==> src/rtl/hazard_unit.sv <==
// Pipeline hazard control for the 5-stage core: load-use and branch stall/flush,
// E-stage operand forwarding, a multi-cycle E-op sequencer and a stall-cycle counter.
module hazard_unit #(
    parameter int MC_LATENCY = 4,
    parameter int CNT_WIDTH  = 32
) (
    input  logic                 clk,
    input  logic                 reset,
    input  logic [4:0]           Rs1D,
    input  logic [4:0]           Rs2D,
    input  logic [4:0]           Rs1E,
    input  logic [4:0]           Rs2E,
    input  logic [4:0]           RdE,
    input  logic                 ResultSrcE0,
    input  logic                 PCSrcE,
    input  logic                 MulDivE,
    input  logic [4:0]           RdM,
    input  logic [4:0]           RdW,
    input  logic                 RegWriteM,
    input  logic                 RegWriteW,
    output logic                 StallF,
    output logic                 StallD,
    output logic                 FlushD,
    output logic                 StallE,
    output logic                 FlushE,
    output logic                 FlushM,
    output logic [1:0]           ForwardAE,
    output logic [1:0]           ForwardBE,
    output logic                 MulDivDoneE,
    output logic [CNT_WIDTH-1:0] StallCount
);

    localparam int CW = $clog2(MC_LATENCY);

    typedef enum logic [1:0] {IDLE, BUSY, DONE} state_t;

    state_t               state_reg;
    logic [CW-1:0]        cnt_reg;
    logic [CNT_WIDTH-1:0] stall_count_reg;

    logic [4:0] rs_e [2];
    logic [1:0] fwd  [2];

    assign rs_e[0] = Rs1E;
    assign rs_e[1] = Rs2E;

    // M-stage result is younger than W, so it takes priority; x0 never forwards.
    generate
        for (genvar gi = 0; gi < 2; gi++) begin : g_fwd
            always_comb begin
                fwd[gi] = 2'b00;
                if (reset)
                    fwd[gi] = 2'b00;
                else if (RegWriteM && (RdM != 5'd0) && (RdM == rs_e[gi]))
                    fwd[gi] = 2'b10;
                else if (RegWriteW && (RdW != 5'd0) && (RdW == rs_e[gi]))
                    fwd[gi] = 2'b01;
            end
        end
    endgenerate

    assign ForwardAE = fwd[0];
    assign ForwardBE = fwd[1];

    logic in_idle;
    logic lw_hazard;
    logic branch_flush;
    logic load_stall;
    logic mc_start;
    logic mc_stall;

    assign in_idle      = (state_reg == IDLE);
    assign lw_hazard    = ResultSrcE0 && (RdE != 5'd0) && ((RdE == Rs1D) || (RdE == Rs2D));
    // A taken branch kills whatever sits in E, so it overrides load-use and op start.
    assign branch_flush = in_idle && PCSrcE;
    assign load_stall   = in_idle && !PCSrcE && lw_hazard;
    assign mc_start     = in_idle && !PCSrcE && MulDivE;
    assign mc_stall     = mc_start || (state_reg == BUSY);

    assign StallF      = !reset && (load_stall || mc_stall);
    assign StallD      = !reset && (load_stall || mc_stall);
    assign StallE      = !reset && mc_stall;
    assign FlushD      = !reset && branch_flush;
    assign FlushE      = !reset && (branch_flush || load_stall);
    assign FlushM      = !reset && mc_stall;
    assign MulDivDoneE = !reset && (state_reg == DONE);
    assign StallCount  = stall_count_reg;

    always_ff @(posedge clk) begin
        if (reset) begin
            state_reg       <= IDLE;
            cnt_reg         <= '0;
            stall_count_reg <= '0;
        end else begin
            case (state_reg)
                IDLE: begin
                    if (mc_start) begin
                        cnt_reg   <= CW'(MC_LATENCY - 2);
                        state_reg <= (MC_LATENCY > 2) ? BUSY : DONE;
                    end
                end
                BUSY: begin
                    cnt_reg <= cnt_reg - CW'(1);
                    if (cnt_reg == CW'(1))
                        state_reg <= DONE;
                end
                DONE: begin
                    // MulDivE here still belongs to the finishing op.
                    state_reg <= IDLE;
                end
                default: begin
                    state_reg <= IDLE;
                end
            endcase

            if (StallF && (stall_count_reg != {CNT_WIDTH{1'b1}}))
                stall_count_reg <= stall_count_reg + CNT_WIDTH'(1);
        end
    end

endmodule

==> config.mk <==
export PLATFORM = sky130hd
export DESIGN_NAME = hazard_unit
export DESIGN_NICKNAME = d
export VERILOG_FILES = /design/src/rtl/hazard_unit.sv
export SDC_FILE = /design/constraint.sdc
export NUM_CORES = 1
export LEC_CHECK = 0
export BUFFER_PORTS_ARGS = -buffer_cell sky130_fd_sc_hd__clkbuf_2
export CAP_MARGIN = 10
export CELL_PAD_IN_SITES_DETAIL_PLACEMENT = 1
export CELL_PAD_IN_SITES_GLOBAL_PLACEMENT = 1
export CORE_ASPECT_RATIO = 1.4
export CORE_MARGIN = 1.5
export CORE_UTILIZATION = 32
export CTS_CLUSTER_SIZE = 25
export DETAILED_ROUTE_END_ITERATION = 7
export PLACE_DENSITY = 0.81
export SLEW_MARGIN = 0
export SYNTH_ARGS = -nofsm -noshare
export SYNTH_HDL_FRONTEND = slang
export SYNTH_SLANG_ARGS = --single-unit
==> constraint.sdc <==
create_clock -name clk -period 2.43 [get_ports clk]
set_clock_uncertainty 0.2 [all_clocks]
set_input_delay 0.243 -clock clk [delete_from_list [all_inputs] [get_ports clk]]
set_output_delay 0.243 -clock clk [all_outputs]
set_load 0.1 [all_outputs]
* Yosys cells after proc, flatten, opt, wreduce, memory -nomap -nowiden
Cells that the tools add are included.
** Word-level totals
- Register bits after elaboration :: 36
- Output and inout bits :: 43
- Memories kept :: 0
- ROM bits :: 0
- Input bits :: 42
- Latch bits :: 0
- RAM bits :: 0
** Operators by class
- Multiplexer cells :: 11
- Eq/ne operators :: 12
- Bitwise gates (word level) :: 0
- Magnitude comparators :: 0
- Multipliers :: 0
- Div/mod/pow operators :: 0
- $add $sub $neg :: 2
- Shift operators :: 0
- Reductions and logical operators :: 31
** Operators with widths (count)
- 32-bit by 1-bit adder with 32-bit output (second input constant) :: 1
- 32-bit != test (second input constant) :: 1
- 5-bit equality test :: 6
- 1-bit logical AND :: 18
- 5-bit nonzero test :: 3
- 2-bit 2-to-1 mux :: 7
- 2-bit case mux with 2 select lines :: 2
- 2-bit by 1-bit equality test with 1-bit output (second input constant) :: 2
- 1-bit logical OR :: 4
- 2-bit by 1-bit != test with 1-bit output (second input constant) :: 2
- 2-bit AND reduction :: 2
- 2-bit equality test (second input constant) :: 1
- 1-bit zero test :: 2
- 2-bit zero test :: 1
- 1-bit 2-to-1 mux :: 2
- 2-bit nonzero test :: 1
- 2-bit by 1-bit subtractor with 2-bit output (second input constant) :: 1

* Longest topological paths before layout
Gate-level depths: netlist of run 1.
- Word-level depth :: 7
- Depth in mapped cells :: 10
- Gate-level depth less buffers :: 7

* Least setup slack after synthesis of run 1
No wires, ideal clock.
- Path kind :: register to output
- Start point :: reg state_reg[0]
- End point :: out FlushE
- Buffers on the path :: 1
- Required time :: 1987 ps
- Data arrival time :: 4388 ps
- Slack :: -2401 ps
- Cell stages (with the launch flop) :: 4
- Path through :: dfxtp_1 > buf_4 > nor4b_1 > a21o_1
** On the way
- Word-level cells in the longest chain between the ends :: 5
- Elaborated cells on any way between the ends :: 6
** RTL lines
- start: declaration :: RTL line 37 : state_t state_reg;
- start signal: assignment :: RTL line 99 : state_reg <= (MC_LATENCY > 2) ? BUSY : DONE;
- 2-bit zero test * :: RTL line 72 : assign in_idle = (state_reg == IDLE);
- 1-bit logical AND (2 in series) :: RTL line 76 : assign load_stall = in_idle && !PCSrcE && lw_hazard;
- 1-bit logical OR * :: RTL line 84 : assign FlushE = !reset && (branch_flush || load_stall);
- 1-bit logical AND * :: RTL line 84
- end: declaration :: RTL line 25 : output logic FlushE,
Mark *: on every way between the ends. The rest lies on a longest branch, timed or not.

* Final worst setup path of run 1
- Start point :: reg state_reg[0]
- End point :: reg stall_count_reg[22] (netlist: StallCount[22])
** On the way
- Word-level cells in the longest chain between the ends :: 7
- Elaborated cells on any way between the ends :: 9
** RTL lines
- 2-bit zero test :: RTL line 72
- 1-bit logical AND :: RTL line 76, 77
- 1-bit logical AND :: RTL line 77 : assign mc_start = in_idle && !PCSrcE && MulDivE;
- 1-bit logical OR :: RTL line 78 : assign mc_stall = mc_start || (state_reg == BUSY);
- 1-bit logical OR * :: RTL line 80 : assign StallF = !reset && (load_stall || mc_stall);
- 1-bit logical AND * :: RTL line 80
- 1-bit logical AND * :: RTL line 116 : if (StallF && (stall_count_reg != {CNT_WIDTH{1'b1}}))
- end signal: assignment :: RTL line 117 : stall_count_reg <= stall_count_reg + CNT_WIDTH'(1);
- end: declaration :: RTL line 39 : logic [CNT_WIDTH-1:0] stall_count_reg;
Marks and branches as above.
A chain may end at the register's enable or synchronous reset.

==> results of run 1 <==
placed cells by master, fill, tap and decap left out, types with 13 or more instances in the layout:
cell / count
sky130_fd_sc_hd__a21oi_1: 20
sky130_fd_sc_hd__buf_4: 13
sky130_fd_sc_hd__clkbuf_2: 76
sky130_fd_sc_hd__dfxtp_2: 14
sky130_fd_sc_hd__dfxtp_4: 18
sky130_fd_sc_hd__nand2_1: 18
sky130_fd_sc_hd__nand3_1: 14
sky130_fd_sc_hd__nor2_1: 17
sky130_fd_sc_hd__o21ai_0: 13
sky130_fd_sc_hd__or3_1: 16
sky130_fd_sc_hd__xnor2_1: 20
worst max path at each step:
| stage | slack (ps) | end | start | depth (start not counted) |
|---|---|---|---|---|
| final | 30 | StallCount[22]$_SDFFE_PP0P_ | state_reg[0]$_SDFFE_PP0P_ | 7 |
| after global routing | -70 | StallCount[22]$_SDFFE_PP0P_ | state_reg[0]$_SDFFE_PP0P_ | 7 |
| after CTS | 60 | StallF | state_reg[1]$_SDFFE_PP0P_ | 8 |
| after detailed placement | 40 | StallCount[12]$_SDFFE_PP0P_ | RdE[1] | 8 |
| after global placement | 100 | StallCount[22]$_SDFFE_PP0P_ | RdE[0] | 7 |
| after floorplan | -270 | FlushE | state_reg[1]$_SDFFE_PP0P_ | 3 |
metrics by stage:
step           std cells  setup TNS (ps)
3_3_place_gp         462               0
3_5_place_dp         462               0
6_report             475               0
4_1_cts              470               0
5_1_grt              475            -190
2_1_floorplan        286            -828
synth_stat cells, types with 3 or more instances:
cell                       number  area, sq um
sky130_fd_sc_hd__nor2b_1        5         31.3
sky130_fd_sc_hd__nor2_1        19         71.3
sky130_fd_sc_hd__nand4_1        8         50.1
sky130_fd_sc_hd__or4_1         11         82.6
sky130_fd_sc_hd__inv_1         10         37.5
sky130_fd_sc_hd__or2_2          3         18.8
sky130_fd_sc_hd__nor3_1         7         35.0
sky130_fd_sc_hd__dfxtp_1       36          721
sky130_fd_sc_hd__a21oi_1       21          105
sky130_fd_sc_hd__buf_6          3         33.8
sky130_fd_sc_hd__and3_1         5         31.3
sky130_fd_sc_hd__o211ai_1       6         45.0
sky130_fd_sc_hd__o31ai_1        8         60.1
sky130_fd_sc_hd__nand3_1       14         70.1
sky130_fd_sc_hd__o21ai_1        3         15.0
sky130_fd_sc_hd__nand2_1       18         67.6
sky130_fd_sc_hd__nor4_1         5         31.3
sky130_fd_sc_hd__mux2_2         3         33.8
sky130_fd_sc_hd__o21ai_0       14         70.1
sky130_fd_sc_hd__or3_1         16          100
sky130_fd_sc_hd__buf_4          3         22.5
sky130_fd_sc_hd__xnor2_1       20          175
sky130_fd_sc_hd__clkbuf_1       5         18.8
sky130_fd_sc_hd__xor2_1        11         96.3
report_power, final:
part,switching [mW],total [mW],internal [mW]
logic,0.200,0.325,0.125
registers,0.00563,0.582,0.576
clock network,0.225,0.423,0.199
total,0.430,1.33,0.900
cell type report:
class                           count  share of cell area
Clock buffer                        6              0.0215
Clock inverter                      2             0.00334
Inverter                           10              0.0134
Multi-Input combinational cell    226               0.490
Sequential cell                    36               0.239
Tap cell                           95              0.0353
Timing Repair Buffer              100               0.198
critical path: stages (launching register included):
cell	delay, ps
sky130_fd_sc_hd__dfxtp_2	340
sky130_fd_sc_hd__nor4_4	280
sky130_fd_sc_hd__o211ai_1	190
sky130_fd_sc_hd__nand2_1	130
sky130_fd_sc_hd__o211ai_1	100
sky130_fd_sc_hd__buf_4	190
sky130_fd_sc_hd__or4_1	540
sky130_fd_sc_hd__mux2_1	320
what timing repair did:
item,4_1_cts,5_1_grt
setup endpoints to repair,0,23
setup buffers,0,2
gates resized for setup,0,8
per-layer routing:
metal  wire length (um)  track usage
met2               3980        0.353
met1               3170        0.215
met4                142       0.0727
met5                  0            0
met3                487       0.0349
kinds of logic (layout without fill, tap and decap cells):
kind of cell | count (synthesis) | count (layout)
flip-flops | 36 | 36
XOR/XNOR | 31 | 31
multiplexers | 7 | 7
AO/OA/AOI/OAI | 63 | 63
adder cells (fa/ha/maj) | 2 | 2
buffers and inverters | 24 | 118
AND/OR/NAND/NOR | 123 | 123
==> results.yml, run 1 <==
logic_synthesis:
  synth_edf_count: 0
  fraction_of_registers_with_async_set_reset: 0
  synth_cell_types: 46
  synth_cells: 286
  synth_area_per_cell_sq_um: 8.19
  synth.ff_latch_count: 36
  synth.cell_area_sq_um: 2340
  syn_nets: 330
  synth_warnings: 0
  synth_sequential_area_ratio: 0.308
  synth_adder_area_share: 0.0107
  dominant_combinational_cell_family_by_area_after_synthesis: "simple AND/OR/NAND/NOR gates"
  synthesized_area_fraction_occupied_by_ao_oa_aoi_and_oai_cells: 0.165
  dominantRegCellSynth: "sky130_fd_sc_hd__dfxtp_1"
  post_synthesis_mux_area_share: 0.0326
  post_synth_xor_area_fraction: 0.116
  synth-simple-area-share: 0.306
pwr:
  max-vdd-ir-drop_uv: 294
  power_density_nw_per_um2: 395
  power_mw: 1.33
  p_leak_nw: 1.26
clock_tree:
  clock_latency_ps: 300
  holdBufCountCts: 0
  cts-root-to-sink-buffers: 2
  ctsRootBufferMaster: "sky130_fd_sc_hd__clkbuf_8"
  cts.sinks: 36
  htree_num_levels: 2
  clkTransAtPathRegs_ps: 80
  clock_tree_from_tritoncts: "yes"
  num_cts_buffers: 5
worst_setup_path:
  critical_path_class: "register to register"
  r2r_slack_ps: 30
  worst_ep_arrival_ps: 2380
  timing.rr.end: "StallCount[22]$_SDFFE_PP0P_"
  cp-start-kind: "register"
  critical_path.endpoint_type: "register"
  cp_data_required_time_ps: 2420
  worst_r2r_startpoint: "state_reg[0]$_SDFFE_PP0P_"
  rr_worst_depth: 7
  cp_max_fo: 6
die:
  initial_core_util: 0.333
  fp-row-count: 36
  dieWidth_um: 75.3
  boundaryPins: 85
  placeableCoreArea_sq_um: 7030
  die_area_sq_um: 7850
  die_y_um: 104
sta:
  layout_min_cycle_time_ps: 2400
  worst_hold_slack_ps: 169
  final.period_utilization: 0.986
  slew_viol_final: 0
  worst_slew_margin_rel: 0.625
  hold_viol_final: 0
  worst-slew-pin-transition_ps: 565
  timing.final.setup_violations: 0
  final_worst_path_setup_slack_ps: 33.9
  timing.fmax_ghz: 0.417
  setup_repair_after_global_routing_missed_its_margin: "yes"
place:
  placement.io_buffers: 84
  post-place-ws_ps: 38.8
  gpl.final_weighted_congestion: 0.783
  detailed_place_hpwl_um: 5990
  dpl-instance-area_sq_um: 3220
final_layout:
  fillerInstances: 876
  area_delta_synth_final_pct: 43.8
  nNetsFinal: 423
  final-seq-area_sq_um: 806
  finalInstanceArea_sq_um: 3370
  footprint_of_the_multi_input_gates_sq_um: 1650
  finish.utilization: 0.479
  drive_gt1_frac: 0.453
  diodes: 0
  flip_flop_count_of_the_largest_register_all_copies_and_words_added: 32
global_route:
  grt_remaining_overflow: 0
  global_route_wire_length_before_repair_um: 12000
  grt.total_usage: 0.195
  first_global_vias: 2602
  maximum_number_of_pins_on_one_net_before_global_route_repair: 38
  grt_antenna_before_repair: 0
routing:
  drt_pass1_iterations: 4
  routed_wl_um: 7780
  route.antenna.remaining_nets: 0
  drt-initial-drc-count: 52
  vias_per_cell: 5.39
  drt_drc_violations_left: 0
  number_of_vias_after_detailed_routing: 2561
  detail_route.wl_per_cell_um: 16.4
outcome:
  run_status: "finished clean"
worst_hold_path:
  worst_hold_depth: 4
  min_from: "MulDivE"
  worstHoldPathType: "primary input to register"
  timing.hold.worst_endpoint: "state_reg[0]$_SDFFE_PP0P_"
job:
  cap_violations: 0
Note: power is estimated with default switching activity, not from simulation.
==> run 2, diff against run 1 <==
ABC_AREA = 1   (was unset)
CORE_UTILIZATION = 38   (was 32)
PLACE_DENSITY = 0.92   (was 0.81)
clock period = 2.8 ns   (was 2.43 ns; I/O delays follow)
==> results.yml, run 2 <==
outcome:
  run_status: "finished clean"
final_layout:
  area_delta_synth_final_pct: 23.3
  flip_flop_count_of_the_largest_register_all_copies_and_words_added: 32
  mostFrequentLayoutCells: "sky130_fd_sc_hd__nand2_1 (121), sky130_fd_sc_hd__clkbuf_2 (79), sky130_fd_sc_hd__nor2_1 (73)"
  drive_gt1_frac: 0.239
  most_common_cell_after_layout_fill_and_taps_aside: "sky130_fd_sc_hd__nand2_1"
  finalInstanceArea_sq_um: 3410
  nNetsFinal: 580
  diodes: 0
die:
  die_y_um: 104
  dieWidth_um: 75.1
  boundaryPins: 85
  placeableCoreArea_sq_um: 7030
  die_area_sq_um: 7810
  initial_core_util: 0.394
  fp-row-count: 36
sta:
  layout_min_cycle_time_ps: 2570
  setup_repair_after_global_routing_missed_its_margin: "no"
  timing.final.setup_violations: 0
  worst_hold_slack_ps: 84.7
  timing.fmax_ghz: 0.389
  tns_ps: 0
  slew_viol_final: 0
  worst_slew_margin_rel: 0.624
  worst-slew-pin-transition_ps: 567
  final.period_utilization: 0.917
  hold_viol_final: 0
logic_synthesis:
  synth.ff_latch_count: 36
  post_synthesis_mux_area_share: 0
  synth_sequential_area_ratio: 0.261
  synth_edf_count: 0
  synth_cells: 452
  synth.cells.most_frequent: "sky130_fd_sc_hd__nand2_1 (121), sky130_fd_sc_hd__nor2_1 (73), sky130_fd_sc_hd__inv_1 (51)"
  synth-simple-area-share: 0.459
  dominant_combinational_cell_family_by_area_after_synthesis: "simple AND/OR/NAND/NOR gates"
  synth_adder_area_share: 0.00905
  post-synth-top-area-fraction: 0.261
  synth_warnings: 0
  post_synth_xor_area_fraction: 0.0918
  synthTopCellsByArea: "sky130_fd_sc_hd__dfxtp_1 (26%), sky130_fd_sc_hd__nand2_1 (16%), sky130_fd_sc_hd__nor2_1 (9.9%)"
  synth_area_per_cell_sq_um: 6.12
  fraction_of_registers_with_async_set_reset: 0
  synth.cell_area_sq_um: 2770
  syn_nets: 496
  yosys.cell_count.top_type: "sky130_fd_sc_hd__nand2_1"
  synthesized_area_fraction_occupied_by_ao_oa_aoi_and_oai_cells: 0.0764
  synth.largest_area_cell: "sky130_fd_sc_hd__dfxtp_1"
  dominantRegCellSynth: "sky130_fd_sc_hd__dfxtp_1"
  synth_cell_types: 31
worst_setup_path:
  cp-start-kind: "register"
  critical_path.endpoint_type: "primary output"
  cpLargestDelayFamily: "simple AND/OR/NAND/NOR gates"
  cp_common_cell: "sky130_fd_sc_hd__buf_12"
  cp_max_fo: 28
  worst_ep_arrival_ps: 2090
  slowest_stage: "sky130_fd_sc_hd__nand2_2"
  critical_path_class: "register to primary output"
  cp_data_required_time_ps: 2320
  critPathMaxStageDelay_ps: 380
  timing.critical_path.buf_inv: 2
  critical_path.cell_chain: "nor2_1 -> nand4_1 -> a31oi_1 -> nand2_1 -> nand2_2 -> buf_12 -> buf_12"
global_route:
  first_global_vias: 3478
  grt_antenna_before_repair: 0
  grt.total_usage: 0.250
  maximum_number_of_pins_on_one_net_before_global_route_repair: 29
  grt_remaining_overflow: 0
  global_route_wire_length_before_repair_um: 15300
place:
  detailed_place_hpwl_um: 7470
  placement.io_buffers: 84
  gpl.final_weighted_congestion: 0.887
  dpl-instance-area_sq_um: 3330
clock_tree:
  num_cts_buffers: 5
  clkTransAtPathRegs_ps: 70
  cts.sinks: 36
  ctsRootBufferMaster: "sky130_fd_sc_hd__clkbuf_8"
  clock_tree_from_tritoncts: "yes"
  post_cts_resized: 0
  holdBufCountCts: 0
  htree_num_levels: 2
  cts-root-to-sink-buffers: 2
  clock_latency_ps: 290
  post-cts-setup-buffer-count: 0
routing:
  vias_per_cell: 5.22
  drt_pass1_iterations: 4
  detail_route.wl_per_cell_um: 14.9
  routed_wl_um: 9400
  number_of_vias_after_detailed_routing: 3293
  route.antenna.remaining_nets: 0
  drt_drc_violations_left: 0
  drt-initial-drc-count: 138
job:
  cap_violations: 0
pwr:
  power_mw: 1.16
  max-vdd-ir-drop_uv: 175
  p_leak_nw: 1.62
  power_density_nw_per_um2: 340
worst_hold_path:
  worstHoldPathType: "primary input to register"
-- run 2: changes by cell type after synthesis, sizes merged, moves of 11 or more --
cell   previous run  this run
nand3            14        51
o21ai            17         2
inv              10        52
or4              11         0
or3              17         0
nand2            18       132
nor2             19        77
-- run 2: cell families after synthesis --
family | count (synthesis)
AO/OA/AOI/OAI | 33
XOR/XNOR | 29
adder cells (fa/ha/maj) | 2
buffers and inverters | 66
flip-flops | 36
AND/OR/NAND/NOR | 286
-- run 2: report_power, final --
group          leakage [nW]  internal (mW)  switching (mW)
Combinational          1.29         0.0899           0.186
Sequential            0.291          0.518         0.00435
Clock                0.0410          0.170           0.194
-- run 2: worst min-delay path: cells and delay by family --
family / cells / cell delay, ps
simple gates: 1 / 90
buf+inv: 1 / 90
compound gates: 1 / 70
-- run 2: stage by stage --
stage / utilization / cells / worst slack [ps]
final: 0.486 / 631 / 233
after global routing: 0.486 / 631 / 43.7
after CTS: 0.486 / 631 / 257
after detailed placement: 0.475 / 624 / 335
after global placement: 0.475 / 624 / 496
after floorplan: - / 452 / 122
-- run 2: metal layers --
metal / vias up / track usage / part of all wire
li1: 1596 / - / -
met1: 1552 / 0.252 / 0.37
met2: 117 / 0.477 / 0.55
met3: 28 / 0.0426 / 0.048
met4: 0 / 0.0987 / 0.030
met5: - / 0 / 0
-- run 2: final timing paths --
kind | start | end | slack, ps | cells after the start
worst max-delay path | state_reg[0]$_SDFFE_PP0P_ | StallD | 230 | 7
worst max register to register | StallCount[1]$_SDFFE_PP0P_ | StallCount[19]$_SDFFE_PP0P_ | 330 | 12
worst min register to register | cnt_reg[0]$_SDFFE_PP0P_ | cnt_reg[0]$_SDFFE_PP0P_ | 290 | 1
worst min-delay path | MulDivE | state_reg[0]$_SDFFE_PP0P_ | 80 | 3
-- run 2: final cells by class --
| cell class | count | area, sq um |
|---|---|---|
| fill | 1002 | 3610 |
| timing repair buffer | 91 | 536 |
| inverter | 52 | 195 |
| clock inverter | 1 | 5.00 |
| tap | 95 | 119 |
| multi-input combinational | 350 | 1760 |
| clock buffer | 6 | 72.6 |
| sequential | 36 | 721 |
==> run 3, diff against run 2 <==
PLACE_DENSITY = 0.86   (was 0.92)
==> results.yml, run 3 (synthesis gave the netlist of run 2 again) <==
final_layout:
  fillerInstances: 1022
  most_common_cell_after_layout_fill_and_taps_aside: "sky130_fd_sc_hd__nand2_1"
  finish.utilization: 0.491
  diodes: 0
  mostFrequentLayoutCells: "sky130_fd_sc_hd__nand2_1 (121), sky130_fd_sc_hd__clkbuf_2 (78), sky130_fd_sc_hd__nor2_1 (73)"
  drive_gt1_frac: 0.243
  flip_flop_count_of_the_largest_register_all_copies_and_words_added: 32
  instances_no_fill: 633
  area_delta_synth_final_pct: 24.7
  nNetsFinal: 581
die:
  initial_core_util: 0.394
  die_y_um: 104
  die_area_sq_um: 7810
  boundaryPins: 85
  fp-row-count: 36
  dieWidth_um: 75.1
  placeableCoreArea_sq_um: 7030
pwr:
  relative_contribution_of_the_clock_network_to_total_power: 0.331
  max-vdd-ir-drop_uv: 223
  relative_contribution_of_combinational_cells_to_total_power: 0.231
  netSwitchingPower_mw: 0.389
  power_report.internal_total_mw: 0.807
  p_leak_nw: 1.64
  pwr-share-seq: 0.438
  power_mw: 1.20
  swShare: 0.325
  power_density_nw_per_um2: 347
global_route:
  global_route_wire_length_before_repair_um: 14700
  grt_remaining_overflow: 0
  grt.total_usage: 0.240
  grt_antenna_before_repair: 0
  first_global_vias: 3356
  maximum_number_of_pins_on_one_net_before_global_route_repair: 23
sta:
  slew_viol_final: 0
  worst_slew_margin_rel: 0.631
  tns_ps: 0
  worst-slew-pin-transition_ps: 555
  timing.final.setup_violations: 0
  layout_min_cycle_time_ps: 2540
  final.period_utilization: 0.908
  hold_viol_final: 0
  timing.fmax_ghz: 0.393
  setup_repair_after_global_routing_missed_its_margin: "no"
clock_tree:
  post-cts-setup-buffer-count: 0
  num_cts_buffers: 5
  ctsRootBufferMaster: "sky130_fd_sc_hd__clkbuf_8"
  clock_latency_ps: 290
  post_cts_resized: 0
  cts-root-to-sink-buffers: 2
  holdBufCountCts: 0
  clkTransAtPathRegs_ps: 80
  htree_num_levels: 2
  clock_tree_from_tritoncts: "yes"
  cts.sinks: 36
worst_setup_path:
  critical_path.endpoint_type: "register"
  cp_max_fo: 20
  cp_data_required_time_ps: 2770
  critical_path.startpoint: "StallCount[0]$_SDFFE_PP0P_"
  timing.rr.end: "StallCount[19]$_SDFFE_PP0P_"
  critical_path_class: "register to register"
  worst_ep_arrival_ps: 2520
  rr_worst_depth: 12
  worst_r2r_startpoint: "StallCount[0]$_SDFFE_PP0P_"
  cp-start-kind: "register"
  r2r_slack_ps: 260
routing:
  detailroute.wirelength.met3_um: 373
  wirelength_met1_um: 3350
  vias_per_cell: 5.11
  routed_wl_um: 9000
  detail_route.wl_per_cell_um: 14.2
  maxUsedRoutingLayer: "met4"
  number_of_vias_after_detailed_routing: 3232
  route.antenna.remaining_nets: 0
  drt_drc_violations_left: 0
  routed_wl_met2_um: 5050
  drt-initial-drc-count: 90
  drt_pass1_iterations: 4
place:
  placed_cells: 625
  gpl.final_weighted_congestion: 0.915
  detailed_place_hpwl_um: 7390
  placement.io_buffers: 84
worst_hold_path:
  min_from: "MulDivE"
  worstHoldPathType: "primary input to register"
  worst_hold_depth: 3
  timing.hold.worst_endpoint: "state_reg[0]$_SDFFE_PP0P_"
outcome:
  run_status: "finished clean"
job:
  cap_violations: 0
-- run 3: cell types whose count changed in the layout (fill, tap and decap cells not counted) --
cell and delta:
sky130_fd_sc_hd__buf_12 +1, sky130_fd_sc_hd__buf_4 +1, sky130_fd_sc_hd__clkbuf_1 -1, sky130_fd_sc_hd__clkbuf_2 -1, sky130_fd_sc_hd__clkbuf_8 +1, sky130_fd_sc_hd__clkinv_2 +1
-- run 3: power groups by stage --
stage	registers (mW)	logic, mW	clock network (mW)
4_1_cts	0.524	0.278	0.399
3_3_place_gp	0.535	0.269	0
6_report	0.524	0.276	0.396
3_5_place_dp	0.536	0.278	0
5_1_grt	0.525	0.298	0.422
2_1_floorplan	0.547	0.168	0
-- run 3: area by class of cell --
| class | count | area (sq um) | share of cell area |
|---|---|---|---|
| Inverter | 52 | 195 | 0.0566 |
| Clock buffer | 6 | 82.6 | 0.0239 |
| Clock inverter | 2 | 10.0 | 0.00290 |
| Timing Repair Buffer | 92 | 558 | 0.162 |
| Multi-Input combinational cell | 350 | 1760 | 0.511 |
| Tap cell | 95 | 119 | 0.0345 |
| Sequential cell | 36 | 721 | 0.209 |
-- run 3: per-layer routing --
metal / vias up / track usage
met4: 0 / 0.0857
met2: 87 / 0.466
li1: 1595 / -
met3: 15 / 0.0388
met1: 1535 / 0.239
met5: - / 0
-- run 3: worst max-delay path, stage by stage (launching register included) --
cell	delay, ps
sky130_fd_sc_hd__dfxtp_1	470
sky130_fd_sc_hd__ha_1	250
sky130_fd_sc_hd__inv_1	90
sky130_fd_sc_hd__nor2_4	180
sky130_fd_sc_hd__nand2_4	80
sky130_fd_sc_hd__nor2_4	170
sky130_fd_sc_hd__nand3_2	390
sky130_fd_sc_hd__inv_1	300
sky130_fd_sc_hd__nor2_1	100
sky130_fd_sc_hd__nand2_1	70
sky130_fd_sc_hd__nand2_1	50
sky130_fd_sc_hd__nand2_1	50
sky130_fd_sc_hd__nor2_1	40
-- run 3: metrics by stage --
step | setup WS [ps] | instance area [sq um] | hold WS, ps
3_5_place_dp | 325 | 3360 | 262
5_1_grt | 62.8 | 3450 | 83.7
2_1_floorplan | 122 | 2770 | 149
4_1_cts | 277 | 3450 | 78.5
6_report | 257 | 3450 | 77.4
3_3_place_gp | 452 | 3360 | 240
-- run 3: worst max-delay path by stage --
stage                                             end  slack [ps]  depth (start not counted)
after floorplan           StallCount[11]$_SDFFE_PP0P_         120                         11
after global placement    StallCount[23]$_SDFFE_PP0P_         450                         12
after detailed placement  StallCount[19]$_SDFFE_PP0P_         330                         12
after CTS                 StallCount[19]$_SDFFE_PP0P_         280                         12
after global routing      StallCount[21]$_SDFFE_PP0P_          60                         12
final                     StallCount[19]$_SDFFE_PP0P_         260                         12
